$ cat config.mk
export PLATFORM = sky130hd
export DESIGN_NAME = mf_search_ctrl
export DESIGN_NICKNAME = d
export VERILOG_FILES = /design/src/rtl/acq_pkg.sv /design/src/rtl/mf_peak_track.sv /design/src/rtl/mf_search_ctrl.sv
export SDC_FILE = /design/constraint.sdc
export NUM_CORES = 1
export LEC_CHECK = 0
export CELL_PAD_IN_SITES_DETAIL_PLACEMENT = 1
export CELL_PAD_IN_SITES_GLOBAL_PLACEMENT = 1
export CORE_MARGIN = 3
export CORE_UTILIZATION = 40
export CTS_BUF_LIST = sky130_fd_sc_hd__clkbuf_8
export DETAILED_ROUTE_END_ITERATION = 8
export PLACE_DENSITY_LB_ADDON = 0.3
export SYNTH_ARGS = -nofsm -noshare
export SYNTH_HDL_FRONTEND = slang
export SYNTH_SLANG_ARGS = --single-unit
$ cat constraint.sdc
create_clock -name i_clk -period 3.4 [get_ports i_clk]
set_clock_uncertainty 0.15 [all_clocks]
set_input_delay 0.68 -clock i_clk [delete_from_list [all_inputs] [get_ports i_clk]]
set_output_delay 0.68 -clock i_clk [all_outputs]
set_load 0.02 [all_outputs]
$ cat src/rtl/acq_pkg.sv
// Shared types for the acquisition path: search FSM states, MF power width and peak report record.
package acq_pkg;

   localparam int MF_SUM_W = 24;
   localparam int PK_CNT_W = 16;

   typedef enum logic [2:0] {
      IDLE,
      TUNE,
      FLUSH,
      DWELL,
      DECIDE,
      DONE
   } search_state_t;

   typedef struct packed {
      logic [PK_CNT_W-1:0] bin;
      logic [PK_CNT_W-1:0] phase;
      logic [MF_SUM_W-1:0] val;
   } pk_t;

endpackage

$ cat src/rtl/mf_peak_track.sv
// Running maximum tracker: keeps the first strictly-largest value seen since the last clear, with its index.
module mf_peak_track #(
   parameter int VAL_W = 24,
   parameter int IDX_W = 16
) (
   input  logic             i_clk,
   input  logic             i_rst,
   input  logic             i_clear,
   input  logic             i_vld,
   input  logic [VAL_W-1:0] i_val,
   input  logic [IDX_W-1:0] i_idx,
   output logic [VAL_W-1:0] o_max_val,
   output logic [IDX_W-1:0] o_max_idx
);

   logic [VAL_W-1:0] r_max_val;
   logic [IDX_W-1:0] r_max_idx;

   // Strict compare so that on equal values the earliest index is kept.
   always_ff @(posedge i_clk) begin
      if (i_rst || i_clear) begin
         r_max_val <= '0;
         r_max_idx <= '0;
      end else if (i_vld && (i_val > r_max_val)) begin
         r_max_val <= i_val;
         r_max_idx <= i_idx;
      end
   end

   assign o_max_val = r_max_val;
   assign o_max_idx = r_max_idx;

endmodule

$ cat src/rtl/mf_search_ctrl.sv
// Matched-filter acquisition sequencer: steps NCO bins, flushes the MF, dwells and reports the peak.
// Optional MF_SEARCH_BEST_EN: on a failed search, report the best peak across all bins.
module mf_search_ctrl
   import acq_pkg::*;
#(
   parameter int PRBS_SIZE = 128,
   parameter int MF_LAT    = 11,
   parameter int FREQ_W    = 32,
   parameter int CNT_W     = PK_CNT_W
) (
   input  logic                i_clk,
   input  logic                i_rst,
   input  logic                i_start,
   input  logic                i_abort,
   input  logic [FREQ_W-1:0]   i_cfg_f0,
   input  logic [FREQ_W-1:0]   i_cfg_fstep,
   input  logic [CNT_W-1:0]    i_cfg_nbins,
   input  logic [CNT_W-1:0]    i_cfg_dwell,
   input  logic [MF_SUM_W-1:0] i_cfg_thr,
   input  logic                i_s_vld,
   input  logic [MF_SUM_W-1:0] i_mf_sum,
   output logic [FREQ_W-1:0]   o_nco_freq,
   output logic                o_nco_load,
   output logic                o_busy,
   output logic                o_done,
   output logic                o_found,
   output logic [CNT_W-1:0]    o_pk_bin,
   output logic [CNT_W-1:0]    o_pk_phase,
   output logic [MF_SUM_W-1:0] o_pk_val
);

   localparam logic [CNT_W-1:0] FLUSH_LAST = CNT_W'(PRBS_SIZE + MF_LAT - 1);

   search_state_t       r_state;
   search_state_t       w_next_state;
   logic [MF_LAT-1:0]   r_qpipe;
   logic                w_q_vld;
   logic [FREQ_W-1:0]   r_fstep;
   logic [FREQ_W-1:0]   r_freq;
   logic [FREQ_W-1:0]   r_nco_freq;
   logic [CNT_W-1:0]    r_nbins_m1;
   logic [CNT_W-1:0]    r_dwell_m1;
   logic [CNT_W-1:0]    r_bin;
   logic [CNT_W-1:0]    r_flush_cnt;
   logic [CNT_W-1:0]    r_dwell_cnt;
   logic [MF_SUM_W-1:0] r_thr;
   logic                r_nco_load;
   logic                r_found;
   logic                r_start_pend;
   pk_t                 r_pk;
   pk_t                 w_fail_pk;
   logic                w_accept;
   logic                w_hit;
   logic                w_last_bin;
   logic                w_bin_clr;
   logic                w_bin_vld;
   logic [MF_SUM_W-1:0] w_bin_max;
   logic [CNT_W-1:0]    w_bin_phase;

   assign w_q_vld    = r_qpipe[MF_LAT-1];
   assign w_hit      = (w_bin_max >= r_thr);
   assign w_last_bin = (r_bin == r_nbins_m1);
   assign w_bin_clr  = (r_state == TUNE);
   assign w_bin_vld  = (r_state == DWELL) && w_q_vld;

   mf_peak_track #(
      .VAL_W (MF_SUM_W),
      .IDX_W (CNT_W)
   ) u_bin_track (
      .i_clk     (i_clk),
      .i_rst     (i_rst),
      .i_clear   (w_bin_clr),
      .i_vld     (w_bin_vld),
      .i_val     (i_mf_sum),
      .i_idx     (r_dwell_cnt),
      .o_max_val (w_bin_max),
      .o_max_idx (w_bin_phase)
   );

`ifdef MF_SEARCH_BEST_EN
   logic [MF_SUM_W-1:0] w_glob_max;
   logic [2*CNT_W-1:0]  w_glob_idx;

   mf_peak_track #(
      .VAL_W (MF_SUM_W),
      .IDX_W (2*CNT_W)
   ) u_glob_track (
      .i_clk     (i_clk),
      .i_rst     (i_rst),
      .i_clear   (w_accept),
      .i_vld     (r_state == DECIDE),
      .i_val     (w_bin_max),
      .i_idx     ({r_bin, w_bin_phase}),
      .o_max_val (w_glob_max),
      .o_max_idx (w_glob_idx)
   );

   // The last bin is folded into the global tracker on the same edge, so compare it directly here.
   always_comb begin
      w_fail_pk = '0;
      if (w_bin_max > w_glob_max) begin
         w_fail_pk = pk_t'{bin: r_bin, phase: w_bin_phase, val: w_bin_max};
      end else begin
         w_fail_pk = pk_t'{bin: w_glob_idx[2*CNT_W-1:CNT_W], phase: w_glob_idx[CNT_W-1:0], val: w_glob_max};
      end
   end
`else
   assign w_fail_pk = '0;
`endif

   // A start seen during DONE is held in r_start_pend and taken up from IDLE.
   always_comb begin
      w_next_state = r_state;
      w_accept     = 1'b0;
      unique case (r_state)
         IDLE: begin
            if (i_start || r_start_pend) begin
               w_accept     = 1'b1;
               w_next_state = TUNE;
            end
         end
         TUNE:   w_next_state = FLUSH;
         FLUSH:  if (i_s_vld && (r_flush_cnt == FLUSH_LAST)) w_next_state = DWELL;
         DWELL:  if (w_q_vld && (r_dwell_cnt == r_dwell_m1)) w_next_state = DECIDE;
         DECIDE: w_next_state = (w_hit || w_last_bin) ? DONE : TUNE;
         DONE:   w_next_state = IDLE;
         default: w_next_state = IDLE;
      endcase
      if (i_abort) begin
         w_next_state = IDLE;
         w_accept     = 1'b0;
      end
   end

   always_ff @(posedge i_clk) begin
      if (i_rst) begin
         r_state      <= IDLE;
         r_qpipe      <= '0;
         r_fstep      <= '0;
         r_freq       <= '0;
         r_nco_freq   <= i_cfg_f0;
         r_nbins_m1   <= '0;
         r_dwell_m1   <= '0;
         r_bin        <= '0;
         r_flush_cnt  <= '0;
         r_dwell_cnt  <= '0;
         r_thr        <= '0;
         r_nco_load   <= 1'b0;
         r_found      <= 1'b0;
         r_start_pend <= 1'b0;
         r_pk         <= '0;
      end else begin
         r_state      <= w_next_state;
         r_qpipe      <= {r_qpipe[MF_LAT-2:0], i_s_vld};
         r_nco_load   <= 1'b0;
         r_start_pend <= (r_state == DONE) && i_start && !i_abort;
         if (w_accept) begin
            r_fstep    <= i_cfg_fstep;
            r_freq     <= i_cfg_f0;
            r_nbins_m1 <= (i_cfg_nbins == '0) ? '0 : i_cfg_nbins - 1'b1;
            r_dwell_m1 <= (i_cfg_dwell == '0) ? '0 : i_cfg_dwell - 1'b1;
            r_thr      <= i_cfg_thr;
            r_bin      <= '0;
            r_found    <= 1'b0;
            r_pk       <= '0;
         end
         if ((r_state == TUNE) && (w_next_state == FLUSH)) begin
            r_nco_freq  <= r_freq;
            r_nco_load  <= 1'b1;
            r_flush_cnt <= '0;
            r_dwell_cnt <= '0;
         end
         if ((r_state == FLUSH) && i_s_vld) begin
            r_flush_cnt <= r_flush_cnt + 1'b1;
         end
         if (w_bin_vld) begin
            r_dwell_cnt <= r_dwell_cnt + 1'b1;
         end
         if ((r_state == DECIDE) && !i_abort) begin
            if (w_hit) begin
               r_found <= 1'b1;
               r_pk    <= pk_t'{bin: r_bin, phase: w_bin_phase, val: w_bin_max};
            end else if (w_last_bin) begin
               r_pk    <= w_fail_pk;
            end else begin
               r_bin   <= r_bin + 1'b1;
               r_freq  <= r_freq + r_fstep;
            end
         end
      end
   end

   assign o_nco_freq = r_nco_freq;
   assign o_nco_load = r_nco_load;
   assign o_busy     = (r_state == TUNE) || (r_state == FLUSH) || (r_state == DWELL) || (r_state == DECIDE);
   assign o_done     = (r_state == DONE);
   assign o_found    = r_found;
   assign o_pk_bin   = r_pk.bin;
   assign o_pk_phase = r_pk.phase;
   assign o_pk_val   = r_pk.val;

endmodule

# Yosys cells after proc, flatten, opt, wreduce, memory -nomap -nowiden
# Cells that the tools add are included.
[totals] wordCells=90 output_inout_bits=92 register_bits=313 input_bits=149
[op_classes] n_addsub=6 reduce_logical=22 n_mux=32 n_eq_ne=9 order_cmp=2
[ops] op="$mux W56" count=4
[ops] op="$mux W32" count=6
[ops] op="$mux W16" count=9
[ops] op="$add A16 B1 Y16 const B" count=3
[ops] op="$add A32 B32 Y32" count=1
[ops] op="$eq A16 B16 Y1" count=2
[ops] op="$logic_not A16 Y1" count=2
[ops] op="$sub A16 B1 Y16 const B" count=2
[ops] op="$ge A24 B24 Y1" count=1
[ops] op="$gt A24 B24 Y1" count=1
[ops] op="$eq A16 B8 Y1 const B" count=1
[ops] op="$mux W3" count=5
[ops] op="$pmux W3 S5" count=1
[ops] op="$eq A3 B2 Y1 const B" count=3
[ops] op="$logic_and A1 B1 Y1" count=9
[ops] op="$mux W1" count=7
[ops] op="$eq A3 B3 Y1 const B" count=2
[ops] op="$logic_or A1 B1 Y1" count=6
[ops] op="$reduce_bool A2 Y1" count=3
[ops] op="$eq A3 B1 Y1 const B" count=1
[ops] op="$logic_not A3 Y1" count=1
[ops] op="$logic_not A1 Y1" count=1

# Logic depth before layout (Yosys ltp)
[logic_depth] depth_word=9 depth_mapped=12 ltp_nobuf=11

# Hierarchy
# A second synthesis with hierarchy kept.
[unflattened] cells_unflattened=1700 hier_area_um2=15119.5
[modules_own_cells] mod="mf_search_ctrl" cells_each=1522 seq_area_each_um2=5785.5 instances=1 area_per_inst_um2=13267.7
[modules_own_cells] mod="mf_peak_track" cells_each=178 seq_area_each_um2=800.8 instances=1 area_per_inst_um2=1851.8

# Least setup slack after synthesis
# Ideal clock, no wire load.
[synth_timing] path_type="input-to-reg" startpoint="input i_cfg_dwell[7]" endpoint="register r_dwell_m1[10]" path_slack_ns=0.458 stages=8 arrival_time_ns=2.664 required_time_ns=3.122 path_buffers=1 setup_time_ns=0.128 path_cell_list="or3_1 or4_1 or4_1 nor4_1 nor2_1 clkbuf_1 a22oi_1 nor2_1"
[synth_between] elab_chain_len=2 elab_cells_between_ends=3 classes_between="add/sub (1); mux (1); reduce/logical (1)"
[synth_rtl] item="from (decl)" line_no="mf_search_ctrl.sv:18" text="input logic [CNT_W-1:0] i_cfg_dwell,"
[synth_rtl] item="$sub A16 B1 Y16 or $logic_not A16 Y1 (tied branches)" line_no="mf_search_ctrl.sv:161" text="r_dwell_m1 <= (i_cfg_dwell == '0) ? '0 : i_cfg_dwell - 1'b1;"
[synth_rtl] item="$mux W16 (*)" line_no="mf_search_ctrl.sv:161"
[synth_rtl] item="to (signal assigned)" line_no="mf_search_ctrl.sv:161"
[synth_rtl] item="to (decl)" line_no="mf_search_ctrl.sv:42" text="logic [CNT_W-1:0] r_dwell_m1;"
# Every way passes the cells marked *; elsewhere a longest branch is shown, timed or not.
# A chain may end at the register's enable or synchronous reset.

# Final worst setup path
[layout_timing] startpoint="register r_thr[17]" endpoint="register r_freq[28]"
[layout_between] elab_chain_len=3
[layout_rtl] item="from (decl)" line_no="mf_search_ctrl.sv:46" text="logic [MF_SUM_W-1:0] r_thr;"
[layout_rtl] item="from (signal assigned)" line_no="mf_search_ctrl.sv:162" text="r_thr <= i_cfg_thr;"
[layout_rtl] item="$ge A24 B24 Y1" line_no="mf_search_ctrl.sv:61" text="assign w_hit = (w_bin_max >= r_thr);"
[layout_rtl] item="$mux W32" line_no="mf_search_ctrl.sv:180" text="if (w_hit) begin"
[layout_rtl] item="$mux W32" line_no="mf_search_ctrl.sv:179" text="if ((r_state == DECIDE) && !i_abort) begin"
[layout_rtl] item="to (signal assigned)" line_no="mf_search_ctrl.sv:159" text="r_freq <= i_cfg_f0;"
[layout_rtl] item="to (signal assigned)" line_no="mf_search_ctrl.sv:187" text="r_freq <= r_freq + r_fstep;"
[layout_rtl] item="to (decl)" line_no="mf_search_ctrl.sv:39" text="logic [FREQ_W-1:0] r_freq;"
# No other way between the ends.

==> summary by stage <==
Synth
When the netlist entered floorplanning its net count stood at roughly 2000. The synthesized area divided by synthesized cell count is 8.751 um^2. Synthesis instantiated 63 different standard cells from the library.

Yosys mapped a number of flops with a built-in enable equal to 32. By count the netlist is led by 281 x dfxtp_1, 229 x nand2_1, 189 x nor2_1, 137 x a21oi_1, 87 x clkbuf_1. Yosys attributes the largest share of cell area to dfxtp_1 36%, ha_1 6.9%, edfxtp_1 6.2%, nand2_1 5.6%, nor2_1 4.6%.

The biggest area consumer among synthesized cells is dfxtp_1. The total number of yosys warnings is 0. The cell count after synthesis is roughly 1800.

For this run, the register share of the synthesized area comes to 0.4260. Summing every instance area after synthesis gives 0.01546 mm^2. dfxtp_1 is the most common cell in the netlist. For this run, asynchronously set or reset flops after synthesis account for 0. Synthesis inferred 313 register bits. The most instantiated flip-flop cell in the synthesis netlist is dfxtp_1. The share of Yosys cell area claimed by the top area cell type is 0.3638.

Die
The initial utilization of the core area, before any placement, comes to 0.4086. The die boundary width is slightly above 200 um. The die covers between 0.04 and 0.05 mm^2. The number of cell rows is 71. The height of the die is 202.6 um. During I/O placement, the number of pins put on the boundary was 241. The floorplan core area is 0.03784 mm^2.

Cells and area
The final cell count without fillers is around 2600. In the final layout, the share of cells above drive strength 1 is 0.08281. Once layout is complete, the utilization of the core stands at 0.5186.

Compared with the post-synthesis result, the final layout area differs by 26.93%. The area of all placed cells without fillers is 0.01963 mm^2. The net count reported at finish is around 2200.

Setup path
The number of cells on the critical path is 10. The type of element launching the critical path is a flip-flop. Traced cell by cell, the critical path runs through inv_1, ha_1, a21o_1, a221o_1, a21oi_1, o211ai_1, or3_4, or4b_1, or3_1, nand3_1. STA classifies the critical path endpoint as a flip-flop.

The family with the most delay on the worst path is simple AND/OR/NAND/NOR gates. The worst setup path is of the reg -> reg kind. The delay contributed by the slowest stage of the critical path is 0.48 ns. Of all nets on the critical path, the largest fanout is 4.

The count of cells along the worst register-to-register path is 10. STA puts the critical path data required time at between 3 and 4 ns. The signal arrival time at the worst endpoint is between 3 and 4 ns. On the critical path, the stage with the largest delay is an instance of or3_4. Together, buffers and inverters on the worst path number 1.

Detailed routing
The detailed router placed between 10000 and 15000 vias in this run. The count of nets left with antenna violations after detail routing is 0. Dividing the detail-routed via count by the number of cells gives about 5.5. For this block, the initial DRC count from the detailed router was 547. Dividing the detail-routed wire length by the instance count gives 19.20 um. The remaining routing DRC violations is 0.

The first detailed-routing pass ran for 5 iterations. The detailed-route wire length is 49240 um.

Power
Across the VDD grid, the largest voltage drop is around 0.00023 V. After layout, the design draws a total of between 8 and 9 mW. The leakage dissipation is 7.990 nW. Power spread over the standard cell area amounts to around 400 mW/mm^2.

CTS
The number of buffers between clock root and the deepest sink is 3. Buffers inserted to repair hold after CTS numbered 0. Clock tree synthesis found a total of 313 sinks. The CTS buffer count is 54. TritonCTS built the clock tree.

The root buffer cell chosen for the clock tree is clkbuf_8. Clock-pin slew was measured on the worst setup and hold paths at 0.06 ns. The H-tree depth is 2. The clock reaches the later pin of the worst-skew pair after 0.63 ns.

Global route
The global routing usage on met1 is 0.2992. The total overflow left after global routing is 0. The first global-routing pass estimated between 70000 and 80000 um of wire. For this run, global-route usage on met2 was measured as 0.4008. met2 is the most crowded layer. The initial antenna violation count is 7. Entering global routing, the biggest net connects 70 pins. For met3 alone, demand over resource in global routing was 0.04457. The number of global-route vias before repair is approximately 15000. The total routing resource utilization after global routing is 0.2330.

Hold path
The tightest min-delay check is of the reg -> reg type. Along the worst hold path, the cell count comes to 1.

Placed design
The placer's final routability congestion estimate is just under 0.9. The placed instance count is 2465. The placed instances occupy a cell area of between 0.015 and 0.02 mm^2.

The half-perimeter wire length after detailed placement is approximately 36000 um. The port buffer count is 240.

Run status
The flow ran to the end, and the final reports show no timing, DRC or antenna violations.

STA
The number of slew-limit violations in the final report came to 0. The minimum clock period after layout is 3.200 ns. The count of final hold-check violations is 0.

The slew at the pin with the worst max-slew slack is around 0.99 ns. Dividing the final minimum period by the clock period gives 0.9413. Setup violations remaining at the end of the flow were counted as 0. The worst max-slew margin expressed relative to the limit is 0.3400.

The achievable frequency is ~310 MHz. Setup repair after global routing left no endpoint under its margin. The final hold slack is between 0.2 and 0.3 ns.

Job
The reported max-cap violation count is 0.
report_power, final:
part	switching (mW)	total (mW)	internal [mW]
combinational	0.497	0.937	0.440
clock	1.59	3.25	1.66
sequential	0.0669	3.91	3.84
metrics by stage:
stage | setup slack, ns | TNS [ns]
6_report | 0.1997 | 0
5_1_grt | 0.0001763 | 0
4_1_cts | 0.07274 | 0
3_5_place_dp | -0.2053 | -7.050
3_3_place_gp | -0.1185 | -3.980
2_1_floorplan | 0.4580 | 0
layer usage:
| layer | part of all wire | routed length (um) |
|---|---|---|
| met1 | 0.45 | 21980 |
| met2 | 0.48 | 23820 |
| met4 | 0.021 | 1047 |
| met3 | 0.047 | 2319 |
| met5 | 0.0015 | 76 |
registers in the layout (all words and copies together) (netlist names):
signal	count
o_nco_freq	32
r_freq	32
r_fstep	32
o_pk_val	24
r_thr	24
u_bin_track.o_max_val	24
o_pk_bin	16
o_pk_phase	16
r_bin	16
r_dwell_cnt	16
r_dwell_m1	16
r_flush_cnt	16
r_nbins_m1	16
u_bin_track.o_max_idx	16
r_qpipe	11
r_state	3
o_found	1
o_nco_load	1
r_start_pend	1
path summary, 6_finish.rpt:
check                           startpoint          to  slack (ns)
worst max-delay path             r_thr[17]  r_freq[28]        0.20
worst min-delay path            r_qpipe[2]  r_qpipe[3]        0.29
worst max register to register   r_thr[17]  r_freq[28]        0.20
worst min register to register  r_qpipe[2]  r_qpipe[3]        0.29
cell families (layout without fill, tap and decap cells):
group,Yosys count,in the layout,synth area share
other cells,0,1,0
simple gates,614,614,0.1816
mux,73,73,0.04976
compound gates,434,434,0.1866
xor+xnor,79,79,0.04475
flops,313,313,0.4260
buf+inv,168,454,0.04127
fa+ha+maj,86,86,0.07008
cell usage in the layout (no fill, tap or decap), types with 6 or more instances in the layout:
cell,netlist,final
mux2i_1,42,42
or4_1,6,6
mux2_2,31,31
o21a_1,6,6
nand3b_1,11,11
a21oi_1,137,137
a311oi_1,29,29
a22oi_1,38,38
o21ai_0,58,58
o211ai_1,10,10
and3_1,29,29
nand2_1,229,229
or3_1,17,16
xor2_1,41,41
nand2b_1,8,8
a21o_1,24,24
nor4_1,15,15
inv_1,65,93
nor3_1,18,17
nand3_1,24,24
ha_1,85,85
nor2_1,189,188
a22o_1,56,56
edfxtp_1,32,32
clkdlybuf4s50_1,0,239
a211oi_1,15,15
clkbuf_8,0,62
xnor2_1,38,38
buf_12,0,6
buf_4,0,44
nor2b_1,19,19
a31oi_1,18,18
clkinv_2,0,6
dfxtp_1,281,281
nand4_1,25,25
worst register-to-register path, stage by stage, from the launching register on:
cell and delay [ns]:
dfxtp_1 0.34, inv_1 0.05, ha_1 0.31, a21o_1 0.19, a221o_1 0.32, a21oi_1 0.16, o211ai_1 0.26, or3_4 0.48
or4b_1 0.46, or3_1 0.32, nand3_1 0.08
repair_timing:
item | 4_1_cts | 5_1_grt
endpoints found under the setup margin | 0 | 8
hold endpoints to repair | 0 | 0
buffers inserted | 0 | 0
gates resized for setup | 0 | 1
cell type report:
class | instances | area (um^2)
Antenna cell | 1 | 2.502
Timing Repair Buffer | 290 | 2854
Inverter | 65 | 244.0
Fill cell | 4442 | 18220
Tap cell | 511 | 639.4
Clock inverter | 37 | 158.9
Multi-Input combinational cell | 1286 | 8288
Clock buffer | 62 | 853.3
Sequential cell | 313 | 6586
Power figures use the tool's default switching activity.
